===== src/rtl/punc_debug_dumper.sv =====
// Debug-port sweeper for PUnC: snapshots PC, R0..R7 and a memory window,
// then streams each word out over a valid/ready channel with tag and index.
module punc_debug_dumper #(
  parameter int RD_LAT = 1
) (
  input  logic        clk,
  input  logic        rst,
  input  logic        start,
  input  logic [15:0] mem_base,
  input  logic [15:0] mem_count,
  output logic        busy,
  output logic        done,
  output logic [15:0] mem_debug_addr,
  output logic [2:0]  rf_debug_addr,
  input  logic [15:0] mem_debug_data,
  input  logic [15:0] rf_debug_data,
  input  logic [15:0] pc_debug_data,
  output logic        out_valid,
  input  logic        out_ready,
  output logic [15:0] out_data,
  output logic [1:0]  out_tag,
  output logic [15:0] out_index
);

  typedef enum logic [2:0] {
    S_IDLE,
    S_ADDR,
    S_WAIT,
    S_EMIT,
    S_FIN
  } state_t;

  localparam logic [1:0] TAG_PC  = 2'd0;
  localparam logic [1:0] TAG_RF  = 2'd1;
  localparam logic [1:0] TAG_MEM = 2'd2;

  localparam logic [1:0] LAT_LAST = (RD_LAT > 0) ? 2'(RD_LAT - 1) : 2'd0;

  state_t      state;
  logic [1:0]  item;
  logic [15:0] base;
  logic [15:0] rem;
  logic [1:0]  wait_cnt;

  logic [15:0] cap_word;
  logic [15:0] cap_index;

  function automatic logic [15:0] pick_word(input logic [1:0]  kind,
                                            input logic [15:0] pc_w,
                                            input logic [15:0] rf_w,
                                            input logic [15:0] mem_w);
    case (kind)
      TAG_RF:  pick_word = rf_w;
      TAG_MEM: pick_word = mem_w;
      default: pick_word = pc_w;
    endcase
  endfunction

  function automatic logic [15:0] pick_index(input logic [1:0]  kind,
                                             input logic [2:0]  rf_a,
                                             input logic [15:0] mem_a);
    case (kind)
      TAG_RF:  pick_index = {13'd0, rf_a};
      TAG_MEM: pick_index = mem_a;
      default: pick_index = 16'd0;
    endcase
  endfunction

  // The address registers double as the item pointer, so the captured
  // index always matches exactly what was presented to the core.
  always_comb begin
    cap_word  = pick_word(item, pc_debug_data, rf_debug_data, mem_debug_data);
    cap_index = pick_index(item, rf_debug_addr, mem_debug_addr);
  end

  always_ff @(posedge clk) begin
    if (rst) begin
      state          <= S_IDLE;
      item           <= TAG_PC;
      base           <= 16'd0;
      rem            <= 16'd0;
      wait_cnt       <= 2'd0;
      busy           <= 1'b0;
      done           <= 1'b0;
      out_valid      <= 1'b0;
      out_data       <= 16'd0;
      out_tag        <= 2'd0;
      out_index      <= 16'd0;
      mem_debug_addr <= 16'd0;
      rf_debug_addr  <= 3'd0;
    end else begin
      done <= 1'b0;
      case (state)
        S_IDLE: begin
          if (start) begin
            base  <= mem_base;
            rem   <= mem_count;
            item  <= TAG_PC;
            busy  <= 1'b1;
            state <= S_ADDR;
          end
        end

        S_ADDR: begin
          if (RD_LAT == 0) begin
            out_valid <= 1'b1;
            out_data  <= cap_word;
            out_tag   <= item;
            out_index <= cap_index;
            state     <= S_EMIT;
          end else begin
            wait_cnt <= LAT_LAST;
            state    <= S_WAIT;
          end
        end

        // Debug data is taken once, at the end of the last latency cycle.
        S_WAIT: begin
          if (wait_cnt == 2'd0) begin
            out_valid <= 1'b1;
            out_data  <= cap_word;
            out_tag   <= item;
            out_index <= cap_index;
            state     <= S_EMIT;
          end else begin
            wait_cnt <= wait_cnt - 2'd1;
          end
        end

        S_EMIT: begin
          if (out_ready) begin
            out_valid <= 1'b0;
            case (item)
              TAG_PC: begin
                item          <= TAG_RF;
                rf_debug_addr <= 3'd0;
                state         <= S_ADDR;
              end
              TAG_RF: begin
                if (rf_debug_addr != 3'd7) begin
                  rf_debug_addr <= rf_debug_addr + 3'd1;
                  state         <= S_ADDR;
                end else if (rem == 16'd0) begin
                  done  <= 1'b1;
                  state <= S_FIN;
                end else begin
                  item           <= TAG_MEM;
                  mem_debug_addr <= base;
                  state          <= S_ADDR;
                end
              end
              default: begin
                // rem counts memory words not yet handed off, current included.
                rem <= rem - 16'd1;
                if (rem == 16'd1) begin
                  done  <= 1'b1;
                  state <= S_FIN;
                end else begin
                  mem_debug_addr <= mem_debug_addr + 16'd1;
                  state          <= S_ADDR;
                end
              end
            endcase
          end
        end

        S_FIN: begin
          busy  <= 1'b0;
          state <= S_IDLE;
        end

        default: begin
          busy      <= 1'b0;
          out_valid <= 1'b0;
          state     <= S_IDLE;
        end
      endcase
    end
  end

endmodule


===== config.mk =====
export PLATFORM = sky130hd
export DESIGN_NAME = punc_debug_dumper
export DESIGN_NICKNAME = d
export VERILOG_FILES = /design/src/rtl/punc_debug_dumper.sv
export SDC_FILE = /design/constraint.sdc
export NUM_CORES = 1
export LEC_CHECK = 0
export BUFFER_PORTS_ARGS = -buffer_cell sky130_fd_sc_hd__buf_2
export CORE_MARGIN = 3
export CORE_UTILIZATION = 45
export CTS_BUF_LIST = sky130_fd_sc_hd__clkbuf_8 sky130_fd_sc_hd__clkbuf_16
export DETAILED_ROUTE_END_ITERATION = 6
export PLACE_DENSITY = 0.71
export SYNTH_ARGS = -nofsm -noshare
export SYNTH_HDL_FRONTEND = slang
export SYNTH_SLANG_ARGS = --single-unit
export TNS_END_PERCENT = 5

===== constraint.sdc =====
create_clock -name clk -period 2.72 [get_ports clk]
set_input_delay 0.544 -clock clk [delete_from_list [all_inputs] [get_ports clk]]
set_output_delay 0.544 -clock clk [all_outputs]
set_load 0.01 [all_outputs]

==> results of run 1 <==
-- critical path: cells and delay by family (launching register included) --
family	cells	cell delay [ns]
DFF	1	0.41
buffers and inverters	1	0.08
adders and majority gates	2	0.44
AOI/OAI and AO/OA	4	1.29
-- layer usage --
layer / up-vias / global-route usage, %
met5: - / 0
met4: 0 / 6.68
met3: 19 / 4.25
met2: 197 / 36.1
met1: 2260 / 27.8
li1: 2521 / -
-- through the flow --
step | hold WS, ns | instances | cell area (µm²) | setup slack (ns) | total power [µW]
after floorplan | 0.436 | 639 | 4890 | 0.850 | 1930
after global placement | 0.439 | 876 | 5650 | 0.529 | 2120
after detailed placement | 0.441 | 876 | 5650 | 0.414 | 2130
after CTS | 0.408 | 892 | 5860 | 0.417 | 3130
after global routing | 0.409 | 892 | 5860 | 0.233 | 3270
final | 0.411 | 892 | 5860 | 0.411 | 3100
-- cells in the final DEF, fill, tap and decap left out, types with 6 or more instances in the layout --
cell type,synthesis,layout
ha_1,10,9
nor2_1,37,37
o211ai_1,16,16
a21oi_2,7,7
o21ai_1,6,6
nand2_1,135,135
a22oi_1,21,21
clkbuf_8,0,9
nand3_1,27,27
a21oi_1,85,85
a211oi_1,8,8
buf_4,1,16
o21ai_2,7,7
nor3_1,7,7
inv_1,11,11
buf_2,6,138
dfxtp_1,95,95
o21ai_0,22,22
a31oi_1,7,7
-- state kept, by name, summed over array words and instances, names as in the netlist, 2 cells and up --
register / count
state: 3
mem_debug_addr: 16
out_tag: 2
rf_debug_addr: 3
base: 16
rem: 16
out_index: 16
out_data: 16
item: 2
wait_cnt: 2
-- path summary, 6_finish.rpt --
kind | endpoint | cells past startpoint | startpoint | slack, ns
worst max-delay path | mem_debug_addr[5]$_SDFFE_PP0P_ | 7 | rf_debug_addr[0]$_SDFFE_PP0P_ | 0.41
worst min-delay path | base[15]$_SDFFE_PP0P_ | 3 | mem_base[15] | 0.41
worst max register to register | mem_debug_addr[5]$_SDFFE_PP0P_ | 7 | rf_debug_addr[0]$_SDFFE_PP0P_ | 0.41
worst min register to register | out_index[6]$_SDFFE_PP0P_ | 2 | out_index[6]$_SDFFE_PP0P_ | 0.45
-- power by group --
part	switching [µW]	total [µW]	leakage, µW	internal, µW
sequential	65.6	1530	0.000772	1470
clock	551	1000	0.000106	450
combinational	355	573	0.00138	218
total	971	3100	0.00226	2130
-- area by class of cell --
class                      count  area (µm²)  area share (%)
multi-input combinational    480        2730            46.5
timing repair buffer         154         811            13.8
tap                          136         170            2.90
inverter                      11        41.3           0.704
clock buffer                   9         124            2.11
sequential                    95        1900            32.4
clock inverter                 7        88.8            1.51
-- cell families after synthesis --
kind of cell	after synthesis
and+or+nand+nor	248
AOI/OAI and AO/OA	220
DFF	95
buffers and inverters	64
adders and majority gates	10
muxes	2
==> impl_metrics.tcl, run 1 <==
set metrics [dict create \
    status "completed" \
    synthSimpleGateAreaFrac_pct 23.2 \
    synth_top_family_by_area "compound AO/OA/AOI/OAI gates" \
    post-synth-top-area-fraction_pct 38.9 \
    p_leak_uw 0.00226 \
    nets 845 \
    ant_nets 0 \
    synthAdderAreaFrac_pct 2.56 \
    worstPathCellList "ha_1, ha_1, inv_1, a221oi_2, o21a_1, a21oi_1, a211oi_2" \
    fillers 983 \
    routabilityCongestion 0.839 \
    required_ns 3.00 \
    grt_pass1_wl_um 21200 \
    crit_top_cell "ha_1" \
    cp_max_fo 15 \
    ctsResizeCount 0 \
    hold_path.class "in -> reg" \
    report.final.slew_viol_count 0 \
    routed_wl_um 13500 \
    synthXorXnorAreaFrac_pct 0 \
    slowest_stage "o21a_1" \
    synth_commonest_cells "nand2_1, dfxtp_1, a21oi_1" \
    grt_max_degree 63 \
    vias_per_cell 5.60 \
    synth.mux.area_fraction_pct 0.410 \
    p_per_area_nw_per_um2 529 \
    synth_area_um2 4890 \
    layout-area-overhead-vs-synth_pct 20.0 \
    first_global_vias 4491 \
    drive_above_1_share_pct 26.2 \
    wl_met3_um 1000 \
    worstMarginPinSlew_ns 0.741 \
    die_h_um 110 \
    maxCapViolCount 0 \
    cts_setup_buffers 0 \
    met1Wirelength_um 6000 \
    relSlewSlack_pct 50.6 \
    die_w_um 110 \
    tns_ns 0 \
    num_rows 37 \
    finalSetupViolCount 0 \
    ys_seq_area_share_pct 38.9 \
    ys_async_sr_fraction_pct 0 \
    clock_path_buffers 2 \
    cts_root_buffer "clkbuf_8" \
    fin_util_pct 56.1 \
    layout_min_cycle_time_ns 2.31 \
    synth_warnings 0 \
    io_pins 140 \
    dr.pass1.iters 5 \
    syn_inst 639 \
    numCtsBuffers 9 \
    grt_usage_pct 21.5 \
    wl_per_cell_um 15.2 \
    cts.sinks 95 \
    max_freq_mhz 433 \
    clock_latency_ns 0.36 \
    clkTransAtPathRegs_ns 0.10 \
    cts_max_level 3 \
    syn_area_per_cell_um2 7.65 \
    arrival_ns 2.59 \
    die-area_um2 12100 \
    hold_viol 0 \
    drc_errors 0 \
    syn_nets 733 \
    portBuffers 139 \
    ys.flop_type "dfxtp_1" \
    skew_ns 0.0137 \
    drt_iter0_markers 463 \
    synth_compound_area_share_pct 29.6 \
    worst_setup_path_end_kind "register" \
    ir_drop_mv 0.343 \
    top_layer "met4" \
    start_util_pct 46.7 \
    post-route-period-util_pct 84.9 \
    synth_edf_count 0 \
    antenna_found_initial 0 \
    post-dp-hpwl_um 9620 \
    synth.distinct_cells 61 \
    cts_tree "done" \
    diodes 0 \
    rsz0062_at_grt "no" \
    num_vias 4997 \
    synthTopCellsByArea "dfxtp_1, nand2_1, a21oi_1, a22oi_1, nor2_1" \
    wl_met2_um 6280 \
    crit_type "reg -> reg" \
    startpoint_type "register" \
    core_um2 10500 \
    yosys_register_bits 95 \
    yosysTopAreaCell "dfxtp_1" \
    grt_overflow 0 \
    cpPeakStageDelay_ns 0.56 \
    yosysMostFrequentCell "nand2_1" \
    hold_buffers 0 \
]
No activity file was read; power rests on OpenSTA's default activity.
==> run 2: changes to the inputs <==
clock period = 2.2 ns   (was 2.72 ns; I/O delays follow)
==> run 2 against run 1 <==
Compared with the run above:
- final cell count grew 1.0%
- clock power increased by 20%
- clock skew shrank 0.0044 ns
- sequential share of layout area down 0.39 points
- sequential power up 24%
- design area rose by 1.2%
- critical endpoint is now mem_debug_addr[8]$_SDFFE_PP0P_
==> impl_metrics.tcl, run 2 (synthesis results as in run 1) <==
set metrics [dict create \
    status "completed" \
    crit_type "reg -> reg" \
    layout-area-overhead-vs-synth_pct 21.5 \
    die_w_um 110 \
    grt_usage_pct 21.9 \
    post-route-period-util_pct 90.5 \
    p_per_area_nw_per_um2 645 \
    final_common_cell "buf_2" \
    cts_max_level 3 \
    routabilityCongestion 0.913 \
    cts_root_buffer "clkbuf_8" \
    startpoint_type "register" \
    die-area_um2 12100 \
    num_rows 37 \
    portBuffers 139 \
    layout_min_cycle_time_ns 1.99 \
    post-dp-hpwl_um 9760 \
    crit_buf_inv 2 \
    clock_path_buffers 2 \
    io_pins 140 \
    routed_wl_um 13700 \
    finalSetupViolCount 0 \
    dr.pass1.iters 5 \
    die_h_um 110 \
    clkTransAtPathRegs_ns 0.10 \
    path_delay_family "compound AO/OA/AOI/OAI gates" \
    report.final.slew_viol_count 0 \
    start_util_pct 46.7 \
    tns_ns 0 \
    hold_viol 0 \
    core_um2 10500 \
    grt_pass1_wl_um 21300 \
    nets 854 \
    ant_nets 0 \
    antenna_found_initial 0 \
    cp_max_fo 8 \
    cts_tree "done" \
    hold_buffers 0 \
    arrival_ns 2.30 \
    vias_per_cell 5.66 \
    fin_total_pwr_uw 3830 \
    diodes 0 \
    clock_latency_ns 0.37 \
    worstPathCellList "ha_1, ha_1, inv_1, a221oi_2, o21a_2, buf_4, nand2_1, a21oi_2" \
    skew_ns 0.00926 \
    crit_top_cell "ha_1" \
    worstMarginPinSlew_ns 0.625 \
    fillers 982 \
    drt_iter0_markers 440 \
    p_leak_uw 0.00230 \
    slowest_stage "dfxtp_1" \
    hold_path.class "in -> reg" \
    cts.sinks 95 \
    max_freq_mhz 502 \
    drc_errors 0 \
    ir_drop_mv 0.401 \
    required_ns 2.51 \
    layout_common_cells "buf_2, nand2_1, dfxtp_1" \
    wl_per_cell_um 15.2 \
    num_vias 5102 \
    numCtsBuffers 9 \
    cpPeakStageDelay_ns 0.42 \
    maxCapViolCount 0 \
    worst_setup_path_end_kind "register" \
    relSlewSlack_pct 58.3 \
    first_global_vias 4470 \
    rsz0062_at_grt "no" \
    grt_overflow 0 \
    drive_above_1_share_pct 27.1 \
    grt_max_degree 45 \
]
## run 2: changes by cell type in the layout (fill, tap and decap cells not counted), sizes merged
cell    delta
buf        +9
clkinv     -1
inv        +1
## run 2: path summary, 6_finish.rpt
path	start	endpoint	slack [ns]	depth (start not counted)
min reg2reg	out_data[8]$_SDFFE_PP0P_	out_data[8]$_SDFFE_PP0P_	0.46	2
max reg2reg	rf_debug_addr[0]$_SDFFE_PP0P_	mem_debug_addr[8]$_SDFFE_PP0P_	0.21	8
max	rf_debug_addr[0]$_SDFFE_PP0P_	mem_debug_addr[8]$_SDFFE_PP0P_	0.21	8
min	mem_base[8]	base[8]$_SDFFE_PP0P_	0.30	3
## run 2: through the flow
| stage | worst slack [ns] | util [%] | cell area, µm² | hold WS, ns | std cells |
|---|---|---|---|---|---|
| 2_1_floorplan | 0.330 | - | 4890 | 0.436 | 639 |
| 3_3_place_gp | 0.274 | 54.8 | 5730 | 0.437 | 885 |
| 3_5_place_dp | 0.160 | 54.8 | 5730 | 0.444 | 885 |
| 4_1_cts | 0.133 | 56.7 | 5930 | 0.288 | 901 |
| 5_1_grt | 0.0370 | 56.7 | 5940 | 0.309 | 901 |
| 6_report | 0.210 | 56.7 | 5940 | 0.297 | 901 |
## run 2: layer usage
metal | global-route usage (%) | part of all wire [%] | up-vias
met2 | 36.5 | 46 | 190
met3 | 4.14 | 7.4 | 20
met4 | 7.74 | 1.6 | 0
li1 | - | - | 2540
met5 | 0 | 0 | -
met1 | 28.5 | 45 | 2352
## run 2: timing repair
item / CTS / global route
setup buffers: 0 / 0
setup endpoints to repair: 0 / 10
resized for setup: 0 / 1
## run 2: power breakdown
| group | switching [µW] | internal, µW |
|---|---|---|
| combinational | 438 | 286 |
| clock | 662 | 542 |
| sequential | 86.0 | 1810 |
## run 2: worst reg2reg max path, cell delays in order (launching register included)
cell,delay (ns)
dfxtp_1,0.42
ha_1,0.19
ha_1,0.26
inv_1,0.08
a221oi_2,0.34
o21a_2,0.30
buf_4,0.18
nand2_1,0.07
a21oi_2,0.11
## run 2: cell type report
class	instances	area (µm²)	area share, %
clock buffer	9	124	2.09
clock inverter	7	78.8	1.33
inverter	11	41.3	0.696
multi-input combinational	480	2730	46.0
sequential	95	1900	32.0
tap	136	170	2.87
timing repair buffer	163	891	15.0
